`config.mk`:
```
export PLATFORM = sky130hd
export DESIGN_NAME = ll_reservation_monitor
export DESIGN_NICKNAME = d
export VERILOG_FILES = /design/src/rtl/ll_reservation_monitor.sv
export SDC_FILE = /design/constraint.sdc
export NUM_CORES = 1
export LEC_CHECK = 0
export ABC_AREA = 1
export ABC_CLOCK_PERIOD_IN_PS = 3900
export CAP_MARGIN = 10
export CORE_MARGIN = 2
export CORE_UTILIZATION = 35
export DETAILED_ROUTE_END_ITERATION = 16
export GPL_TIMING_DRIVEN = 0
export HOLD_SLACK_MARGIN = 0.15
export MAX_ROUTING_LAYER = met4
export PLACE_DENSITY_LB_ADDON = 0.15
export SYNTH_ARGS = -nofsm -noshare
export SYNTH_HDL_FRONTEND = slang
export SYNTH_SLANG_ARGS = --single-unit
```
`constraint.sdc`:
```
create_clock -name clk -period 3.9 [get_ports clk]
set_clock_uncertainty 0.2 [all_clocks]
set_input_delay 1.17 -clock clk [delete_from_list [all_inputs] [get_ports clk]]
set_output_delay 1.17 -clock clk [all_outputs]
set_load 0.02 [all_outputs]
```
`src/rtl/ll_reservation_monitor.sv`:
```
// Multi-channel LL/SC reservation monitor: one link (valid + granule address) per channel,
// cleared by exception flush, SC, a snooped store to the granule, or the livelock timeout.
module ll_reservation_monitor #(
    parameter int unsigned NUM_CH   = 2,
    parameter int unsigned ADDR_W   = 32,
    parameter int unsigned GRAN_LSB = 4,
    parameter int unsigned TIMEOUT  = 0,
    parameter int unsigned TMO_W    = 16
) (
    input  logic                     clk,
    input  logic                     rst,
    input  logic [NUM_CH-1:0]        flush,
    input  logic [NUM_CH-1:0]        flush_exc,
    input  logic [NUM_CH-1:0]        ll_req,
    input  logic [NUM_CH-1:0]        sc_req,
    input  logic [NUM_CH*ADDR_W-1:0] op_addr,
    input  logic                     snp_valid,
    input  logic [ADDR_W-1:0]        snp_addr,
    output logic [NUM_CH-1:0]        llbit_o,
    output logic [NUM_CH-1:0]        sc_ok_o
);

    typedef enum logic {StIdle, StLinked} state_e;

    // Masked XOR compare keeps every address bit in use and handles GRAN_LSB = 0.
    localparam logic [ADDR_W-1:0] GranMask = {ADDR_W{1'b1}} << GRAN_LSB;
    localparam logic [TMO_W-1:0]  TmoLast  = TMO_W'((TIMEOUT == 0) ? 0 : TIMEOUT - 1);
    localparam bit                TmoEn    = (TIMEOUT != 0);

    state_e            state_q [NUM_CH];
    logic [ADDR_W-1:0] addr_q  [NUM_CH];
    logic [TMO_W-1:0]  cnt_q   [NUM_CH];

    logic [NUM_CH-1:0] linked;
    logic [NUM_CH-1:0] snp_hit;
    logic [NUM_CH-1:0] op_match;
    logic [NUM_CH-1:0] exc_flush;
    logic [NUM_CH-1:0] tmo_hit;

    always_comb begin
        linked    = '0;
        snp_hit   = '0;
        op_match  = '0;
        exc_flush = '0;
        tmo_hit   = '0;
        for (int unsigned c = 0; c < NUM_CH; c++) begin
            linked[c]    = (state_q[c] == StLinked);
            snp_hit[c]   = snp_valid && linked[c] &&
                           (((addr_q[c] ^ snp_addr) & GranMask) == '0);
            op_match[c]  = (((addr_q[c] ^ op_addr[c*ADDR_W +: ADDR_W]) & GranMask) == '0);
            exc_flush[c] = flush[c] && flush_exc[c];
            tmo_hit[c]   = TmoEn && linked[c] && (cnt_q[c] == TmoLast);
        end
    end

    always_comb begin
        llbit_o = linked;
        sc_ok_o = sc_req & linked & op_match & ~snp_hit & ~exc_flush;
    end

    always_ff @(posedge clk) begin
        if (rst) begin
            for (int unsigned c = 0; c < NUM_CH; c++) begin
                state_q[c] <= StIdle;
                addr_q[c]  <= '0;
                cnt_q[c]   <= '0;
            end
        end else begin
            for (int unsigned c = 0; c < NUM_CH; c++) begin
                if (exc_flush[c] || sc_req[c]) begin
                    state_q[c] <= StIdle;
                    cnt_q[c]   <= '0;
                end else if (ll_req[c]) begin
                    // LL beats a same-cycle snoop and re-links an already linked channel.
                    state_q[c] <= StLinked;
                    addr_q[c]  <= op_addr[c*ADDR_W +: ADDR_W];
                    cnt_q[c]   <= '0;
                end else if (snp_hit[c] || tmo_hit[c]) begin
                    state_q[c] <= StIdle;
                    cnt_q[c]   <= '0;
                end else if (TmoEn && linked[c]) begin
                    cnt_q[c] <= cnt_q[c] + TMO_W'(1);
                end
            end
        end
    end

endmodule

```
## Yosys cells after proc, flatten, opt, wreduce, memory -nomap -nowiden

Memories as Yosys holds them, arrays and structs flattened.
Index checks and enable logic that the tools add are counted.

| word-level totals | value |
|---|---|
| logic and storage cells | 66 |
| memory bits (writable) | 66 |
| memories | 2 |
| output and inout bits | 4 |
| bits of input ports | 107 |
| register bits | 0 |

| cells by class | value |
|---|---|
| reductions and logical operators | 12 |
| mux-type cells | 34 |
| bitwise logic cells | 18 |

Memories:

| name | words | bits a word | rd ports | clocked after memory_dff | wr ports | RTL line | text |
|---|---|---|---|---|---|---|---|
| addr_q | 2 | 32 | 2 | 0 | 2 | 31 | `logic [ADDR_W-1:0] addr_q [NUM_CH];` |
| state_q | 2 | 1 | 2 | 0 | 2 | 30 | `state_e state_q [NUM_CH];` |

Operators by type and width:

| kind | count |
|---|---|
| $logic_not 32->1 | 4 |
| $xor 32x32->32 | 4 |
| $mux 32 | 2 |
| $mux 1 | 32 |
| $and 2x2->2 | 4 |
| $or 1x1->1 | 8 |
| $logic_and 1x1->1 | 6 |
| $not 2->2 | 2 |
| $logic_or 1x1->1 | 2 |

## Logic depth before layout (Yosys ltp)

Gate-level depths: netlist (run 1).
An unclocked memory read counts as a cell.

| logic depth | value |
|---|---|
| depth in word-level cells | 10 |
| gate-level depth with buffers | 10 |
| depth with buffers taken out | 10 |

## Least setup slack after synthesis (run 1)

OpenSTA, ideal clock, no wires.

| timing path | value |
|---|---|
| kind | input to output |
| start point | input op_addr[48] |
| end point | output sc_ok_o[1] |
| required time | 2530 ps |
| path slack | 556 ps |
| cell stages on the path | 9 |
| arrival time | 1974 ps |
| path through | inv_1 -> o21ai_0 -> inv_1 -> nand2_1 -> nor2_1 -> nand2_1 -> nor2_1 -> nand2_1 -> nor2_1 |

| between the ends | value |
|---|---|
| longest elaborated chain between the ends | 5 |

RTL lines:

| element | RTL line | text |
|---|---|---|
| start: declaration | 16 | `input logic [NUM_CH*ADDR_W-1:0] op_addr,` |
| $xor 32x32->32 | 50 | `op_match[c] = (((addr_q[c] ^ op_addr[c*ADDR_W +: ADDR_W]) & GranMask) == '0);` |
| $logic_not 32->1 | 50 |  |
| $and 2x2->2 (3 in a row) | 58 | `sc_ok_o = sc_req & linked & op_match & ~snp_hit & ~exc_flush;` |
| end: declaration | 20 | `output logic [NUM_CH-1:0] sc_ok_o` |

No other way between the ends.

## Final worst setup path (run 1)

| timing path | value |
|---|---|
| start point | input op_addr[38] |
| end point | output sc_ok_o[1] |

The elaborated chain is that of the path after synthesis.

==> impl_metrics.toml, run 1 <==
[critical_path]
arrival_ns = 2.46
critical_path.max_fanout = 2
endpoint_kind = "primary output"
r2r_start = "addr_q[0][8]"
r2r_slack_ns = 1.28
crit_required_ns = 2.53
critPathKind = "in2out"
critPathLaunch = "op_addr[38]"
setup.worst_path.start_class = "input pin"

[pwr]
switching_share_pct = 29.8
clkPwrFrac_pct = 37.1
pwr-share-seq_pct = 39.2
power_density_nw_per_um2 = 323
peakVddDrop_mv = 0.137
power_leakage_nw = 3.37
p_int_mw = 1.45
p_switching_uw = 614
combPwrFrac_pct = 23.7

[clock_tree]
cts_tree = "built"
clockBufferDepth = 2
clkSlewWorstSetupHoldPaths_ns = 0.05
numCtsBuffers = 9
clkSinkCount = 58
clk_latency_ns = 0.33
htree_levels = 3
cts_root_buf = "clkbuf_16"

[cells_and_area]
syn_to_final_growth_pct = 37.9
layout_common_cells = "247 x nand2_1, 116 x inv_1, 73 x nor2_1"
nets = 912
drive_gt1_share_pct = 17.1
final_cells = 985
fin_area_sq_um = 6390
layout_commonest_cell = "nand2_1"
antenna_cells = 0
fillers = 1332

[timing]
hold_viol_final = 0
period_share_pct = 98.3
fin_crit_ns = 3.83
worst_pin_slew_ns = 0.517
max_freq_mhz = 261
rsz0062_at_grt = "no"
finalMaxSlewViolations = 0
layout_setup_ws_ns = 0.0662
relSlewSlack_pct = 65.4
fin_tns_setup_ns = 0
hold_slack_ns = 0.739
setup_viol = 0

[yosys]
ys_types = 22
avgSynthCellArea_sq_um = 6.88
synthCells = 674
yosys_warnings = 0
syn_nets = 781
synthesis.area_sq_um = 4640
seq_area_frac_synth_pct = 37.6
synth_seq_cells = 58

[placement]
placed_cell_area_sq_um = 5860
dp.cells = 949
gp_congestion = 0.928
post-dp-hpwl_um = 11300
port-buffer-count = 98
post-place-ws_ns = -0.559

[drt]
vias = 4374
viasPerCell = 4.44
drt_iter0_drc = 273
routed_wl_um = 14200
firstDrtPassIters = 4
antenna_left = 0
drc = 0
wl_per_cell_um = 14.4

[hold_path]
hp-start = "addr_q[0][41]"
hold_class = "reg2reg"

[floorplan]
core.rowCount = 42
start_util_pct = 35.4
io-pin-count = 111
fp.coreArea_sq_um = 13100
die_w_um = 119
dieHeight_um = 119
die_area_sq_um = 14200

[grt]
grt_overflow = 0
grt.total_usage_pct = 21.0
grt_pass1_wl_um = 22000
grt_max_degree = 29
first_global_vias = 4203
antenna_found_initial = 0

[status]
outcome = "completed"

[run]
maxCapViolCount = 0
-- state kept, by name, summed over array words and instances, names as in the netlist --
signal,cells
state_q,2
addr_q,56
-- worst max-delay path, stage by stage --
cell             delay (ns)
clkdlybuf4s50_1        0.49
inv_2                  0.06
nand2_1                0.05
nand4_1                0.10
nor2_1                 0.12
nand2_1                0.06
nor2_1                 0.09
nand2_1                0.07
nor2_2                 0.13
buf_6                  0.14
-- power by group through the flow --
stage | Clock [mW] | Sequential [mW] | Combinational [mW]
2_1_floorplan | 0 | 0.799 | 0.273
3_3_place_gp | 0 | 0.819 | 0.459
3_5_place_dp | 0 | 0.821 | 0.468
4_1_cts | 0.763 | 0.810 | 0.477
5_1_grt | 0.793 | 0.817 | 0.545
6_report | 0.766 | 0.810 | 0.489
-- metal layers --
metal	wire [um]	track usage (%)	part of all wire (%)
met3	775	2.78	5.4
met2	6830	34.8	48
met5	0	-	0
met1	6390	26.8	45
met4	233	6.40	1.6
-- synthesized netlist by cell type (all sizes together) --
master	count	share of area (%)
o22ai	1	0.14
a21oi	5	0.62
nand3b	1	0.16
buf	8	2.4
o211ai	1	0.16
xor2	6	1.1
nand4	13	1.8
o21ai	28	3.0
edfxtp	58	38
xnor2	13	2.5
nor3	1	0.11
nor2	126	17
nand2	249	20
inv	153	12
nand3	11	1.2
-- through the flow --
| stage | total power [mW] | utilization (%) |
|---|---|---|
| global route | 2.16 | 48.9 |
| CTS | 2.05 | 47.3 |
| finish | 2.06 | 48.9 |
| detailed placement | 1.29 | 44.8 |
| floorplan | 1.07 | - |
| global placement | 1.28 | 44.6 |
-- logic make-up (layout without fill, tap and decap cells) --
kind of cell              after synthesis  count (layout)  share of synthesized area [%]
DFF                                    58              58                           37.6
xor gates and xnor gates               19              19                           3.59
AOI/OAI and AO/OA                      35              35                           3.94
buffers and inverters                 161             296                           14.8
and+or+nand+nor                       401             401                           40.1
-- area by class of cell --
| cell class | instances | area, sq um | area share (%) |
|---|---|---|---|
| flip-flops and latches | 58 | 1740 | 27.2 |
| clock buffers | 10 | 229 | 3.58 |
| well taps | 176 | 220 | 3.44 |
| plain buffers | 8 | 111 | 1.74 |
| repair buffers | 120 | 1220 | 19.0 |
| clock inverters | 5 | 46.3 | 0.724 |
| inverters | 153 | 574 | 8.98 |
| multi-input cells | 455 | 2250 | 35.3 |
-- timing repair --
action	4_1_cts	5_1_grt
hold buffers	0	0
pin swaps	22	33
buffers inserted	11	9
endpoints found under the setup margin	2	2
cloned	0	0
resized for setup	88	62
-- final timing paths --
path / to / depth (start not counted)
setup / recovery: sc_ok_o[1] / 10
hold / removal: state_q[1] / 5
setup reg to reg: state_q[0] / 17
hold reg to reg: state_q[1] / 5
(Power assumes the default switching activity.)
==> run 2, diff against run 1 <==
--- a/config.mk
+++ b/config.mk
@@ -9,7 +9,7 @@
 export ABC_CLOCK_PERIOD_IN_PS = 3900
 export CAP_MARGIN = 10
 export CORE_MARGIN = 2
-export CORE_UTILIZATION = 35
+export CORE_UTILIZATION = 55
 export DETAILED_ROUTE_END_ITERATION = 16
 export GPL_TIMING_DRIVEN = 0
 export HOLD_SLACK_MARGIN = 0.15
==> run 2 against run 1 <==
Combinational power rose by 0.8%. Global-route usage up 11 points. Hold slack improved by 0.015 ns. Sequential cell count unchanged. Via count up 5.4%. Sequential share of layout area rose by 0.85 points. Final cell count shrank 7.9%. Critical endpoint unchanged.
==> impl_metrics.toml, run 2 (synthesis gave the netlist of run 1 again) <==
[status]
outcome = "completed"

[drt]
routed_wl_um = 13900
drt_iter0_drc = 232
viasPerCell = 5.08
drc = 0
firstDrtPassIters = 5
vias = 4609
wl_per_cell_um = 15.3
antenna_left = 0

[timing]
relSlewSlack_pct = 63.8
worst_pin_slew_ns = 0.541
period_share_pct = 99.5
hold_slack_ns = 0.755
hold_viol_final = 0
finalMaxSlewViolations = 0
fin_crit_ns = 3.88
layout_setup_ws_ns = 0.0210
max_freq_mhz = 258
setup_viol = 0
rsz0062_at_grt = "yes"

[critical_path]
cp_common_cell = "nand2_1"
r2r_start = "addr_q[0][19]"
r2r_slack_ns = 1.38
cp_cell_sequence = "clkdlybuf4s50_1, inv_2, nand2_1, nand4_1, nor2_2, nand2_1, nor2_1, nand2_1, nor2_1, buf_4"
slowest_delay_ns = 0.50
setup.worst_path.start_class = "input pin"
critical_path.max_fanout = 2
r2r.worst_path.cells = 16
endpoint_kind = "primary output"
arrival_ns = 2.51
critPathSlowestCell = "clkdlybuf4s50_1"
crit_required_ns = 2.53
critPathKind = "in2out"
r2r_end = "state_q[0]"

[pwr]
peakVddDrop_mv = 0.198
power_leakage_nw = 3.30
p_total_mw = 1.83
power_density_nw_per_um2 = 295
p_switching_uw = 581
pwr-share-seq_pct = 44.2
p_int_mw = 1.25
clkPwrFrac_pct = 28.8
combPwrFrac_pct = 26.9
switching_share_pct = 31.8

[run]
maxCapViolCount = 0

[cells_and_area]
final_cells = 907
regMostFlops = "addr_q"
drive_gt1_share_pct = 17.1
syn_to_final_growth_pct = 33.8
final_util_pct = 75.8
biggestRegsByFlops = "addr_q x56, state_q x2"
nets = 906
layout_commonest_cell = "nand2_1"
antenna_cells = 0
largest_reg_flops = 56
layout_common_cells = "244 x nand2_1, 120 x inv_1, 71 x nor2_1"

[placement]
post-place-ws_ns = -0.566
port-buffer-count = 98
post-dp-hpwl_um = 10700
dp.cells = 877
gp_congestion = 0.925

[grt]
grt_overflow = 0
grt_max_degree = 29
first_global_vias = 4317
antenna_found_initial = 0
grt_pass1_wl_um = 20700
grt.total_usage_pct = 31.8

[hold_path]
hp-start = "addr_q[0][56]"
hold_class = "reg2reg"
hold_depth = 5
hold_end = "state_q[1]"

[floorplan]
die_area_sq_um = 9180
dieHeight_um = 95.8
io-pin-count = 111
core.rowCount = 33
die_w_um = 95.8
start_util_pct = 56.7
fp.coreArea_sq_um = 8180

[clock_tree]
ctsHoldBuffers = 0
clk_latency_ns = 0.35
cts_tree = "built"
numCtsBuffers = 9
htree_levels = 3
clockBufferDepth = 2
cts_root_buf = "clkbuf_8"
clkSlewWorstSetupHoldPaths_ns = 0.06
clkSinkCount = 58
run 2: cell count changes in the layout (fill, tap and decap cells not counted), sizes merged:
| cell | before | now |
|---|---|---|
| clkdlybuf4s50 | 15 | 27 |
| dlygate4sd2 | 46 | 34 |
| buf | 32 | 26 |
| clkbuf | 10 | 9 |
| clkdlybuf4s15 | 1 | 0 |
| dlymetal6s2s | 34 | 35 |
run 2: cell type report:
class | count | area (sq um)
clock buffer | 9 | 124
inverter | 153 | 574
clock inverter | 5 | 47.5
multi-input combinational | 455 | 2290
fill | 630 | 1970
sequential | 58 | 1740
tap | 105 | 131
timing repair buffer | 114 | 1180
buffer | 8 | 111
run 2: how the worst max path moves through the flow:
stage	start	endpoint	slack, ns	cells past startpoint
6_report	op_addr[62]	sc_ok_o[1]	0.02	10
3_3_place_gp	snp_addr[22]	sc_ok_o[1]	-0.57	11
3_5_place_dp	snp_addr[22]	sc_ok_o[1]	-0.57	11
2_1_floorplan	op_addr[48]	sc_ok_o[1]	0.56	9
5_1_grt	op_addr[62]	sc_ok_o[1]	-0.02	10
4_1_cts	snp_addr[26]	sc_ok_o[0]	0.002	8
run 2: routing by layer:
layer	global-route usage, %	part of all wire, %
met1	39.7	41
met2	52.0	49
met4	11.7	2.0
met3	5.40	7.8
met5	-	0
run 2: power groups by stage:
stage                     Combinational, mW  Clock (mW)  Sequential [mW]
after floorplan                       0.273           0            0.799
after global placement                0.448           0            0.817
after detailed placement              0.458           0            0.820
after CTS                             0.470       0.529            0.808
after global routing                  0.543       0.552            0.816
final                                 0.493       0.528            0.810
run 2: repair_timing:
item	4_1_cts	5_1_grt
gates cloned	0	0
pin swaps	15	36
resized for setup	67	70
buffers inserted	9	5
setup endpoints to repair	2	2
run 2: per-stage QoR:
step | cell area (sq um) | setup TNS (ns)
4_1_cts | 5970 | 0
5_1_grt | 6200 | -0.0286
6_report | 6200 | 0
2_1_floorplan | 4640 | 0
3_5_place_dp | 5750 | -1.09
3_3_place_gp | 5750 | -1.08
run 2: critical path, delay by kind of cell:
| kind | cells | cell delay [ns] |
|---|---|---|
| buffers and inverters | 3 | 0.72 |
| and+or+nand+nor | 7 | 0.62 |
